File: src/rtl/data_ram_arbiter_if.sv
// Bundle of host-side and RAM-side signals around the two-host data RAM arbiter.
// The slave modport is the arbiter's view; master is the surrounding system
// (hosts plus RAM).
interface data_ram_arbiter_if;
  // Host side, two hosts packed per bit/lane
  logic [1:0]  host_req_i;
  logic [1:0]  host_gnt_o;
  logic [1:0]  host_we_i;
  logic [7:0]  host_be_i;
  logic [63:0] host_addr_i;
  logic [63:0] host_wdata_i;
  logic [1:0]  host_rvalid_o;
  logic [1:0]  host_err_o;
  logic [31:0] host_rdata_o;
  // RAM side
  logic        ram_req_o;
  logic        ram_we_o;
  logic [3:0]  ram_be_o;
  logic [31:0] ram_addr_o;
  logic [31:0] ram_wdata_o;
  logic        ram_rvalid_i;
  logic [31:0] ram_rdata_i;

  modport slave (
    input  host_req_i, host_we_i, host_be_i, host_addr_i, host_wdata_i,
    input  ram_rvalid_i, ram_rdata_i,
    output host_gnt_o, host_rvalid_o, host_err_o, host_rdata_o,
    output ram_req_o, ram_we_o, ram_be_o, ram_addr_o, ram_wdata_o
  );

  modport master (
    output host_req_i, host_we_i, host_be_i, host_addr_i, host_wdata_i,
    output ram_rvalid_i, ram_rdata_i,
    input  host_gnt_o, host_rvalid_o, host_err_o, host_rdata_o,
    input  ram_req_o, ram_we_o, ram_be_o, ram_addr_o, ram_wdata_o
  );
endinterface

File: src/rtl/data_ram_arbiter.sv
// Two-host round-robin arbiter in front of a single-port data RAM.
// One grant per cycle, combinational from the requests and the last winner.
// Out-of-window accesses never reach the RAM and are answered with an error
// one cycle later; in-window accesses are answered when the RAM returns rvalid.
module data_ram_arbiter #(
  parameter logic [31:0] AddrBase = 32'h0010_0000,
  parameter int unsigned Depth    = 128
) (
  input logic              clk_i,
  input logic              rst_i,
  data_ram_arbiter_if.slave bus
);

  // Window size in bytes, one extra bit so 4*Depth never wraps the compare.
  localparam logic [32:0] WinBytes = 33'(4 * Depth);

  // Per-host unpacked views of the packed host buses
  logic [31:0] h_addr  [2];
  logic [31:0] h_wdata [2];
  logic [3:0]  h_be    [2];
  logic        h_we    [2];

  genvar gi;
  generate
    for (gi = 0; gi < 2; gi++) begin : g_host
      assign h_addr[gi]  = bus.host_addr_i[32*gi +: 32];
      assign h_wdata[gi] = bus.host_wdata_i[32*gi +: 32];
      assign h_be[gi]    = bus.host_be_i[4*gi +: 4];
      assign h_we[gi]    = bus.host_we_i[gi];
    end
  endgenerate

  // Registered state
  logic last_grant_q, last_grant_d;   // host that won the most recent grant
  logic owner_q, owner_d;             // host owed a response next cycle
  logic owner_valid_q, owner_valid_d; // a response is owed next cycle
  logic err_pend_q, err_pend_d;       // the owed response is an error

  // Combinational datapath
  logic [1:0]  gnt;
  logic        gnt_any;
  logic        sel;
  logic [31:0] offset;
  logic        in_window;
  logic        rsp_valid;
  logic [1:0]  rvalid_vec;
  logic [1:0]  err_vec;
  logic [31:0] rdata;

  // Arbitration: sole requester wins, a tie goes to the host that did not win last.
  // Nothing is granted while reset is held.
  always_comb begin
    gnt = 2'b00;
    if (!rst_i) begin
      case (bus.host_req_i)
        2'b01:   gnt = 2'b01;
        2'b10:   gnt = 2'b10;
        2'b11:   gnt = last_grant_q ? 2'b01 : 2'b10;
        default: gnt = 2'b00;
      endcase
    end
    gnt_any = |gnt;
    sel     = gnt[1];
  end

  // Address translation and window check for the granted host.
  // Addresses below the base wrap to a large offset and so fail the compare.
  always_comb begin
    offset    = h_addr[sel] - AddrBase;
    in_window = ({1'b0, offset} < WinBytes);
  end

  // RAM-side request, forwarded from the granted host, all zero when idle
  always_comb begin
    bus.ram_req_o   = gnt_any & in_window;
    bus.ram_we_o    = gnt_any & h_we[sel];
    bus.ram_be_o    = gnt_any ? h_be[sel]    : 4'h0;
    bus.ram_wdata_o = gnt_any ? h_wdata[sel] : 32'h0;
    bus.ram_addr_o  = gnt_any ? offset       : 32'h0;
    bus.host_gnt_o  = gnt;
  end

  // Next-state: remember who was granted and whether its answer is an error
  always_comb begin
    last_grant_d  = gnt_any ? sel : last_grant_q;
    owner_d       = gnt_any ? sel : owner_q;
    owner_valid_d = gnt_any;
    err_pend_d    = gnt_any & ~in_window;
  end

  // State registers; reset drops any owed response and favours host 0 next tie
  always_ff @(posedge clk_i or posedge rst_i) begin
    if (rst_i) begin
      last_grant_q  <= 1'b1;
      owner_q       <= 1'b0;
      owner_valid_q <= 1'b0;
      err_pend_q    <= 1'b0;
    end else begin
      last_grant_q  <= last_grant_d;
      owner_q       <= owner_d;
      owner_valid_q <= owner_valid_d;
      err_pend_q    <= err_pend_d;
    end
  end

  // Response routing to the owner; RAM rvalid is ignored when nothing is owed
  always_comb begin
    rsp_valid  = owner_valid_q & (err_pend_q | bus.ram_rvalid_i);
    rvalid_vec = {owner_q, ~owner_q} & {2{rsp_valid}};
    err_vec    = rvalid_vec & {2{err_pend_q}};
    rdata      = (rsp_valid && !err_pend_q) ? bus.ram_rdata_i : 32'h0;
    bus.host_rvalid_o = rvalid_vec;
    bus.host_err_o    = err_vec;
    bus.host_rdata_o  = rdata;
  end

endmodule

File: src/flat_wrapper.sv
// flat-port wrapper written by rule: the top's interface ports become plain ports
module data_ram_arbiter_flat 
#(
  parameter logic [31:0] AddrBase = 32'h0010_0000,
  parameter int unsigned Depth    = 128
)
  (clk_i, rst_i, bus_host_req_i, bus_host_we_i, bus_host_be_i, bus_host_addr_i, bus_host_wdata_i, bus_ram_rvalid_i, bus_ram_rdata_i, bus_host_gnt_o, bus_host_rvalid_o, bus_host_err_o, bus_host_rdata_o, bus_ram_req_o, bus_ram_we_o, bus_ram_be_o, bus_ram_addr_o, bus_ram_wdata_o);
  data_ram_arbiter_if bus_i ();
  input logic clk_i;
  input logic rst_i;
  input wire logic [$bits(bus_i.host_req_i)-1:0] bus_host_req_i;
  input wire logic [$bits(bus_i.host_we_i)-1:0] bus_host_we_i;
  input wire logic [$bits(bus_i.host_be_i)-1:0] bus_host_be_i;
  input wire logic [$bits(bus_i.host_addr_i)-1:0] bus_host_addr_i;
  input wire logic [$bits(bus_i.host_wdata_i)-1:0] bus_host_wdata_i;
  input wire logic [$bits(bus_i.ram_rvalid_i)-1:0] bus_ram_rvalid_i;
  input wire logic [$bits(bus_i.ram_rdata_i)-1:0] bus_ram_rdata_i;
  output wire logic [$bits(bus_i.host_gnt_o)-1:0] bus_host_gnt_o;
  output wire logic [$bits(bus_i.host_rvalid_o)-1:0] bus_host_rvalid_o;
  output wire logic [$bits(bus_i.host_err_o)-1:0] bus_host_err_o;
  output wire logic [$bits(bus_i.host_rdata_o)-1:0] bus_host_rdata_o;
  output wire logic [$bits(bus_i.ram_req_o)-1:0] bus_ram_req_o;
  output wire logic [$bits(bus_i.ram_we_o)-1:0] bus_ram_we_o;
  output wire logic [$bits(bus_i.ram_be_o)-1:0] bus_ram_be_o;
  output wire logic [$bits(bus_i.ram_addr_o)-1:0] bus_ram_addr_o;
  output wire logic [$bits(bus_i.ram_wdata_o)-1:0] bus_ram_wdata_o;
  assign bus_i.host_req_i = bus_host_req_i;
  assign bus_i.host_we_i = bus_host_we_i;
  assign bus_i.host_be_i = bus_host_be_i;
  assign bus_i.host_addr_i = bus_host_addr_i;
  assign bus_i.host_wdata_i = bus_host_wdata_i;
  assign bus_i.ram_rvalid_i = bus_ram_rvalid_i;
  assign bus_i.ram_rdata_i = bus_ram_rdata_i;
  assign bus_host_gnt_o = bus_i.host_gnt_o;
  assign bus_host_rvalid_o = bus_i.host_rvalid_o;
  assign bus_host_err_o = bus_i.host_err_o;
  assign bus_host_rdata_o = bus_i.host_rdata_o;
  assign bus_ram_req_o = bus_i.ram_req_o;
  assign bus_ram_we_o = bus_i.ram_we_o;
  assign bus_ram_be_o = bus_i.ram_be_o;
  assign bus_ram_addr_o = bus_i.ram_addr_o;
  assign bus_ram_wdata_o = bus_i.ram_wdata_o;
  data_ram_arbiter #(.AddrBase(AddrBase), .Depth(Depth)) u_core (.clk_i(clk_i), .rst_i(rst_i), .bus(bus_i));
endmodule
File: config.mk
export PLATFORM = sky130hd
export DESIGN_NAME = data_ram_arbiter_flat
export DESIGN_NICKNAME = d
export VERILOG_FILES = /design/src/rtl/data_ram_arbiter_if.sv /design/src/rtl/data_ram_arbiter.sv /design/src/flat_wrapper.sv
export SDC_FILE = /design/constraint.sdc
export NUM_CORES = 1
export LEC_CHECK = 0
export CAP_MARGIN = 20
export CORE_AREA = 2 2 109 111
export CTS_CLUSTER_DIAMETER = 80
export DETAILED_ROUTE_END_ITERATION = 10
export DIE_AREA = 0 0 111 113
export HOLD_SLACK_MARGIN = 0.06
export PLACE_DENSITY = 0.58
export SLEW_MARGIN = 20
export SYNTH_ARGS = -nofsm -noshare
export SYNTH_HDL_FRONTEND = slang
export SYNTH_SLANG_ARGS = --single-unit
File: constraint.sdc
create_clock -name clk_i -period 4.3 [get_ports clk_i]
set_input_delay 0.86 -clock clk_i [delete_from_list [all_inputs] [get_ports clk_i]]
set_output_delay 0.86 -clock clk_i [all_outputs]
set_load 0.005 [all_outputs]
==> results.md, run 1 <==
- The slack of the worst reg-to-reg path is roughly 2400 ps.
- TritonCTS created 3 clock buffers.
- around 280 I/O pins were placed.
- Summed over all cells, the static leakage comes to 0.001967 uW.
- The worst hold path passes through 2 cells.
- The synthesized design spends more area on one cell type than any other, namely sky130_fd_sc_hd__nand2_1.
- The type of origin of the critical path is a primary input.
- The remaining routing DRC violations is 0.
- The cell at the root of the clock tree is sky130_fd_sc_hd__clkbuf_16.
- On the final layout, the worst clock skew is around 2.1 ps.
- The wire length of the first global-routing pass is about 18 mm.
- The combined area of the multi-input logic cells is about 1700 um^2.
- The count of cells along the worst register-to-register path is 8.
- The floorplan has 39 rows.
- The layout has 1187 filler cells.
- The required time reported for the critical path endpoint is 3440 ps.
- The detailed router's first-iteration violation count is around 170.
- The number of failing hold endpoints at the final stage came to 0.
- Buffers inserted to repair hold after CTS numbered 0.
- The post-detailed-route via-to-cell ratio is 4.454.
- The worst-case IR drop observed on VDD is ~130 uV.
- The number of nets in the final layout is about 800.
- In this run the number of H-tree levels came out at 1.
- Counting flops with an async set or reset pin after synthesis yields a share of 100.0%.
- Across every metal layer, demand over resource in global routing totals 18.14%.
- The cell area after layout is 5039 um^2.
- The overall die width is ~110 um.
- The final estimated routing congestion in global placement is about 0.87.
- Summed over all layers, the global routing overflow is 0.
- Entering global routing, the biggest net connects 33 pins.
- The total cell area at the placement stage is ~5000 um^2.
- The top cell types in the final layout, fill and taps aside, are 281 x sky130_fd_sc_hd__clkdlybuf4s50_1, 123 x sky130_fd_sc_hd__nand2_1, 64 x sky130_fd_sc_hd__a21oi_1, 37 x sky130_fd_sc_hd__and2_1, 19 x sky130_fd_sc_hd__nor2_1.
- The fraction of post-synthesis cell area in the top cell type by area is between 20 and 25%.
- In this run the remaining antenna-violating nets after routing total 0.
- The time the final worst path needs with I/O delays and setup is between 4000 and 5000 ps.
- The clock net in this run drives a total of 4 sinks.
- The critical path arrival is between 3000 and 4000 ps.
- The run finished with clean final reports.
- The effective utilization at floorplan is roughly 17%.
- For this run, the top clock speed supported by timing is ~230 MHz.
- After legalization and detailed placement, the total HPWL measured around 10 mm.
- In this run the most critical hold path is launched from u_core.last_grant_q.
- The sequential area share after synthesis is between 5 and 6%.
- STA classifies the critical path endpoint as an output port.
- The critical path is of the in -> out type.
- Synthesis produced 355 cells.
- TritonCTS built the clock tree.
- The net count after synthesis is 531.
- The synthesized area per cell is between 5 and 6 um^2.
- The hold-critical path endpoint is u_core.last_grant_q.
- 0 antenna diodes ended up in the layout.
- Measured against its own limit, the worst slew margin works out to 47.35%.
- The total count of max-transition violations in the final report is 0.
- The via count of the first global-routing pass is roughly 3300.
- In this run the tool buffered the top-level ports with 282 buffer cells.
- The synthesis-to-layout area growth is 169.7%.
- Yosys mapped the design onto 41 distinct sky130hd cell types.
- Leaving out fill and tap cells, the most frequent cell in the layout is sky130_fd_sc_hd__clkdlybuf4s50_1.
- The worst hold slack is 514.9 ps.
- The netlist area before placement is ~1900 um^2.
- The final routed wirelength across all metal layers is around 12 mm.
- In this run the worst hold path is classified as reg -> reg.
- Dividing the final minimum period by the clock period gives around 100%.
- Dividing the detail-routed wire length by the instance count gives 15.84 um.
- The area enclosed by the die boundary is roughly 13000 um^2.
- Counting along the longest clock path gives a buffer depth of 2.
- Counting flops with a built-in enable in the synthesized netlist gives 0.
- For the pin with the worst max-slew slack, the measured transition is between 700 and 800 ps.
- The clock slew seen by the registers of the worst setup and hold paths is ~30 ps.
- The insertion delay to the later sink of the worst-skew pair is 230 ps.
- The power per cell area is roughly 130 nW/um^2.
- The number of antenna violations at the first check in global routing is 1.
- The pre-antenna-repair detailed-routing pass consisted of 4 iterations.
- The biggest fanout along the worst timing path is 3.
- The sequential cell area is between 100 and 150 um^2.
- The capture point of the worst reg-to-reg path is u_core.err_pend_q.
- Counting flops and latches in the post-synthesis netlist gives 4.
- The number of warnings printed during yosys synthesis is 0.
- The routed layout has ~3500 vias.
- The number of violations of the max-capacitance limit is 0.
- Ranked by total cell area, the synthesized netlist is headed by sky130_fd_sc_hd__nand2_1 25%, sky130_fd_sc_hd__a21oi_1 17%, sky130_fd_sc_hd__and2_1 12%.
- The region available for standard cell placement spans roughly 11000 um^2.
- The setup violation total in the final timing report is 0.
- The post-route netlist has 5.031% of its cells at a drive strength greater than 1.
- The startpoint of the worst-slack reg-to-reg timing path is u_core.last_grant_q.
- In the synthesized netlist the dominant register cell turns out to be sky130_fd_sc_hd__dfrtp_1.
- Measured along the y axis, the die boundary spans 113 um.
-- area by class of cell --
| class | count | share of cell area, % |
|---|---|---|
| tap | 143 | 3.551 |
| clock buffer | 4 | 1.564 |
| timing repair buffer | 301 | 59.23 |
| inverter | 7 | 0.5711 |
| multi-input combinational | 320 | 33.08 |
| sequential | 4 | 2.011 |
-- sequential cells by signal, summed over array words and instances (netlist names) --
| register | flops |
|---|---|
| u_core.err_pend_q | 1 |
| u_core.last_grant_q | 1 |
| u_core.owner_q | 1 |
| u_core.owner_valid_q | 1 |
-- through the flow --
step                      setup slack [ps]  cells  util [%]  total power, uW  setup TNS [ps]
after floorplan                      731.8    355         -            189.7               0
after global placement               61.26    774     43.77            513.0               0
after detailed placement             67.01    774     43.77            515.7               0
after CTS                            61.21    778     44.47            670.9               0
after global routing                -36.38    779     44.70            712.8          -36.38
final                                43.13    779     44.70            669.8               0
-- power by group --
| part | internal (uW) | switching (uW) |
|---|---|---|
| Combinational | 293 | 176 |
| Clock | 123 | 29.1 |
| Sequential | 44.2 | 4.93 |
| Total | 460 | 210 |
-- cells in the mapped netlist (2+ instances only) --
master,number
sky130_fd_sc_hd__inv_1,7
sky130_fd_sc_hd__a211oi_1,2
sky130_fd_sc_hd__mux2i_1,5
sky130_fd_sc_hd__nand4_1,3
sky130_fd_sc_hd__and3_1,3
sky130_fd_sc_hd__xor2_1,3
sky130_fd_sc_hd__o211ai_1,2
sky130_fd_sc_hd__nor3_1,11
sky130_fd_sc_hd__clkbuf_1,10
sky130_fd_sc_hd__o22ai_1,2
sky130_fd_sc_hd__buf_1,8
sky130_fd_sc_hd__nor2_1,19
sky130_fd_sc_hd__nand3_1,5
sky130_fd_sc_hd__nand2b_1,2
sky130_fd_sc_hd__o21ai_0,5
sky130_fd_sc_hd__nor4_1,6
sky130_fd_sc_hd__nand2_1,124
sky130_fd_sc_hd__buf_2,6
sky130_fd_sc_hd__a21oi_1,64
sky130_fd_sc_hd__and2_1,37
sky130_fd_sc_hd__or4_1,3
sky130_fd_sc_hd__xnor2_1,7
sky130_fd_sc_hd__dfrtp_1,3
-- layer usage --
layer  global-route usage, %  share of wire [%]  vias up  wire, um
li1                        -                  -     1758         -
met1                   22.47                 41     1547      5109
met2                   32.35                 50      151      6135
met3                   4.178                7.3       14       905
met4                   3.667                1.5        0       188
met5                       0                  0        -         0
-- critical path: stages --
cell and delay, ps:
sky130_fd_sc_hd__clkdlybuf4s50_1 500, sky130_fd_sc_hd__or4_4 590, sky130_fd_sc_hd__xnor2_1 150, sky130_fd_sc_hd__mux2i_1 210
sky130_fd_sc_hd__o211ai_1 150, sky130_fd_sc_hd__nor4_2 270, sky130_fd_sc_hd__and2_1 160, sky130_fd_sc_hd__clkdlybuf4s50_1 510
-- timing repair --
| item | 4_1_cts | 5_1_grt |
|---|---|---|
| setup endpoints to repair | 0 | 1 |
| buffers inserted | 0 | 1 |
| gates resized for setup | 0 | 5 |
-- cell families (layout without fill, tap and decap cells) --
logic type / after synthesis / after routing / synth area share, %
flip-flops: 4 / 4 / 5.425
AND/OR/NAND/NOR: 221 / 221 / 55.66
multiplexers: 5 / 5 / 2.679
XOR/XNOR: 10 / 10 / 4.689
buffers and inverters: 31 / 312 / 6.632
AO/OA/AOI/OAI: 83 / 83 / 24.25
adder cells (fa/ha/maj): 1 / 1 / 0.6697
-- worst max-delay path by stage --
| stage | from | endpoint | slack (ps) | depth (start not counted) |
|---|---|---|---|---|
| final | bus_host_addr_i[55] | bus_ram_req_o | 40 | 8 |
| after global routing | bus_host_addr_i[54] | bus_ram_req_o | -40 | 8 |
| after CTS | bus_host_addr_i[54] | bus_ram_req_o | 60 | 8 |
| after detailed placement | bus_host_addr_i[54] | bus_ram_req_o | 70 | 8 |
| after global placement | bus_host_addr_i[54] | bus_ram_req_o | 60 | 8 |
| after floorplan | rst_i | bus_ram_req_o | 730 | 10 |
Note: power is estimated with default switching activity, not from simulation.
==> inputs of run 2 (changes only) <==
--- a/config.mk
+++ b/config.mk
@@ -5,13 +5,13 @@
 export SDC_FILE = /design/constraint.sdc
 export NUM_CORES = 1
 export LEC_CHECK = 0
-export CAP_MARGIN = 20
-export CORE_AREA = 2 2 109 111
+export CORE_ASPECT_RATIO = 0.6
+export CORE_MARGIN = 10
+export CORE_UTILIZATION = 24
 export CTS_CLUSTER_DIAMETER = 80
 export DETAILED_ROUTE_END_ITERATION = 10
-export DIE_AREA = 0 0 111 113
 export HOLD_SLACK_MARGIN = 0.06
-export PLACE_DENSITY = 0.58
+export PLACE_DENSITY = 0.81
 export SLEW_MARGIN = 20
 export SYNTH_ARGS = -nofsm -noshare
 export SYNTH_HDL_FRONTEND = slang
==> constraint.sdc (replaced) <==
create_clock -name clk_i -period 4.3 [get_ports clk_i]
set_input_delay 1.075 -clock clk_i [delete_from_list [all_inputs] [get_ports clk_i]]
set_output_delay 1.075 -clock clk_i [all_outputs]
set_load 0.005 [all_outputs]
==> run 2 against run 1 <==
The run now ends with negative setup slack left. Sequential cell count unchanged. Combinational power increased by 11%. Clock skew about the same. Sequential power about the same. Clock power about the same. Critical path depth decreased by 1. Power increased by 8.3%. Final cell count increased by 1.3%. Setup slack got worse by 97 ps.
==> results.md, run 2 (same netlist as run 1, synthesis figures left out) <==
- The number of nets in the final layout was 861 (was 813).
- The iteration count of the initial detailed-routing pass is 5 (was 4).
- The total negative slack is -86.34 ps (was 0 ps).
- The insertion delay to the later sink of the worst-skew pair came to 230 ps (about the same).
- The aggregate global routing overflow is 0 (unchanged).
- The setup clock skew after layout is 2.402 ps (was 2.114 ps).
- The proportion of power drawn by flip-flops and latches came to 6.8% (was 7.3%).
- The number of buffers created by CTS is 3 (unchanged).
- The synthesis-to-layout area growth was 193.5% (was 169.7%).
- The cell at the root of the clock tree is sky130_fd_sc_hd__clkbuf_16 (unchanged).
- The highest achievable clock rate is 229.7 MHz (was 234.9 MHz).
- The filler cell count in the final layout was 553 (was 1187).
- The post-detailed-route via-to-cell ratio was 4.925 (was 4.454).
- The wire length per cell after detailed routing is 20.12 um (was 15.84 um).
- The maximum number of pins on one net before global-route repair is 49 (was 33).
- Run status: finished, violations left (was complete, no violations).
- The wire length of the first global-routing pass is 22.77 mm (was 18.50 mm).
- The static leakage is 0.002264 uW (was 0.001967 uW).
- The remaining routing DRC violations is 0 (unchanged).
- The slew at the pin with the worst max-slew slack is 497.3 ps (was 789.7 ps).
- The effective utilization at floorplan is 25.19% (was 16.57%).
- The most common library cell in the layout ignoring fill and taps is sky130_fd_sc_hd__clkdlybuf4s50_1 (unchanged).
- The worst vdd rail ir drop is 137.1 uV (was 132.5 uV).
- The time the final worst path needs with I/O delays and setup came to 4354 ps (was 4257 ps).
- The least setup slack across all paths after layout is -53.82 ps (was 43.13 ps).
- The number of hold buffers added after CTS is 0 (unchanged).
- The clock slew seen by the registers of the worst setup and hold paths is 30 ps (about the same).
- The count of standard-cell rows is 24 (was 39).
- The critical path arrival came to 3280 ps (was 3400 ps).
- The fraction of final layout cells with drive strength greater than 1 was 14.62% (was 5.031%).
- The H-tree depth is 1 (unchanged).
- The worst relative slew slack is 66.72% (was 47.35%).
- The required time reported for the critical path endpoint came to 3220 ps (was 3440 ps).
- The number of antenna-violating nets in the routed design is 0 (unchanged).
- The worst min-delay path class is reg -> reg (unchanged).
- The area inside the core boundary is 7417 um^2 (was 11270 um^2).
- Highest-count cells in the layout ignoring fill and taps: 269 x sky130_fd_sc_hd__clkdlybuf4s50_1, 123 x sky130_fd_sc_hd__nand2_1, 63 x sky130_fd_sc_hd__a21oi_1, 63 x sky130_fd_sc_hd__buf_4, 36 x sky130_fd_sc_hd__and2_1 (was 281 x sky130_fd_sc_hd__clkdlybuf4s50_1, 123 x sky130_fd_sc_hd__nand2_1, 64 x sky130_fd_sc_hd__a21oi_1, 37 x sky130_fd_sc_hd__and2_1, 19 x sky130_fd_sc_hd__nor2_1).
- The final routed wirelength across all metal layers is 15.87 mm (was 12.34 mm).
- The number of clock sinks is 4 (unchanged).
- The TritonCTS clock tree is yes (unchanged).
- The net load switching power was 238.9 uW (was 209.6 uW).
- The worst hold path cell count came to 2 (unchanged).
- The deepest clock path buffer count is 2 (unchanged).
- The detailed router's first-iteration violation count was 368 (was 166).
- The total count of max-transition violations in the final report was 0 (unchanged).
- The count of input and output buffers was 282 (unchanged).
- The share of total power consumed by net switching is 32.93% (was 31.30%).
- The clock share of power is 21.2% (was 22.7%).
- The count of cells along the worst register-to-register path is 16 (was 8).
- The endpoint kind of the worst setup timing path is an output port (unchanged).
- The number of failing hold endpoints at the final stage is 0 (unchanged).
- Setup repair after global routing could not meet its margin everywhere.
- The overall routing resource usage came to 23.91% (was 18.14%).
- The number of primary I/O pins is 283 (unchanged).
- The vertical extent of the die was 88.34 um (was 113 um).
- The post-route clock period utilization is 101.3% (was 99.00%).
- The via count of the first global-routing pass is 3883 (was 3345).
- The power per cell area is 132.3 nW/um^2 (was 132.9 nW/um^2).
- The relative contribution of combinational cells to total power came to 72.0% (was 70.0%).
- The number of antenna violations at the first check in global routing is 0 (was 1).
- The HPWL after detailed placement is 12.66 mm (was 10.37 mm).
- The biggest fanout along the worst timing path is 2 (was 3).
- The final standard cell utilization of the core came to 73.92% (was 44.70%).
- The critical path start-end classification is in -> out (unchanged).
- The type of origin of the critical path is a primary input (unchanged).
- The overall die width was 133.9 um (was 111 um).
- The checks that failed: negative setup slack.
- The area enclosed by the die boundary is 11830 um^2 (was 12540 um^2).
- The internal power contribution is 486.6 uW (was 460.1 uW).
- The number of violations of the max-capacitance limit is 0 (unchanged).
- The number of vias in the routed layout was 3886 (was 3470).
- The final estimated routing congestion in global placement is 0.8845 (was 0.8740).
- The setup violation total in the final timing report is 2 (was 0).
-- run 2: cell count changes in the layout (fill, tap and decap cells not counted), sizes merged --
cell | before | now
clkinv | 0 | 1
dlygate4sd2 | 0 | 9
inv | 7 | 5
clkdlybuf4s15 | 0 | 1
clkdlybuf4s50 | 281 | 269
dlymetal6s2s | 1 | 3
diode | 0 | 1
clkinvlp | 0 | 1
buf | 19 | 67
-- run 2: worst paths after layout --
path                                          start                   to  slack (ps)
worst max-delay path            bus_host_addr_i[59]   bus_ram_addr_o[29]         -50
worst min-delay path            u_core.last_grant_q  u_core.last_grant_q         530
worst max register to register  u_core.last_grant_q    u_core.err_pend_q        1370
worst min register to register  u_core.last_grant_q  u_core.last_grant_q         530
max in group asynchronous                     rst_i  u_core.last_grant_q        2860
min in group asynchronous                     rst_i       u_core.owner_q        1220
-- run 2: through the flow --
step / cells / hold WS, ps / power [uW] / instance area, um^2 / worst slack, ps
after floorplan: 355 / 476.3 / 189.7 / 1868 / 301.8
after global placement: 769 / 492.1 / 534.0 / 5140 / -334.5
after detailed placement: 769 / 518.1 / 543.4 / 5140 / -393.2
after CTS: 785 / 522.7 / 707.9 / 5359 / 2.928
after global routing: 788 / 546.4 / 763.7 / 5480 / -95.82
final: 789 / 528.9 / 725.4 / 5483 / -53.82
-- run 2: layout make-up --
type | count | area [um^2] | share of cell area, %
antenna | 1 | 2.502 | 0.04564
tap | 104 | 130.1 | 2.373
multi-input combinational | 320 | 1780 | 32.47
inverter | 7 | 35.03 | 0.6390
clock buffer | 4 | 78.83 | 1.438
timing repair buffer | 349 | 3354 | 61.18
sequential | 4 | 101.3 | 1.848
-- run 2: critical path, stage by stage --
cell	delay [ps]
sky130_fd_sc_hd__clkdlybuf4s50_1	430
sky130_fd_sc_hd__nor2_1	310
sky130_fd_sc_hd__nand3_1	200
sky130_fd_sc_hd__xnor2_1	210
sky130_fd_sc_hd__a211o_1	370
sky130_fd_sc_hd__and2_2	220
sky130_fd_sc_hd__clkdlybuf4s50_1	450
-- run 2: power groups by stage --
stage | Sequential [uW] | Clock (uW) | Combinational [uW]
final | 49.3 | 154 | 522
after global routing | 49.9 | 156 | 558
after CTS | 48.9 | 153 | 506
after detailed placement | 49.3 | 0 | 494
after global placement | 49.0 | 0 | 485
after floorplan | 48.1 | 0 | 142
-- run 2: timing repair --
action,4_1_cts,5_1_grt
setup buffers,12,3
pin swaps,9,5
setup endpoints to repair,41,10
gates resized for setup,25,25
-- run 2: routing by layer --
layer  wire [um]  share of wire [%]  track usage, %
met5           0                  0               0
met4         221                1.4           4.130
met3        1568                9.9           4.808
met2        8113                 51           45.39
met1        5967                 38           27.75
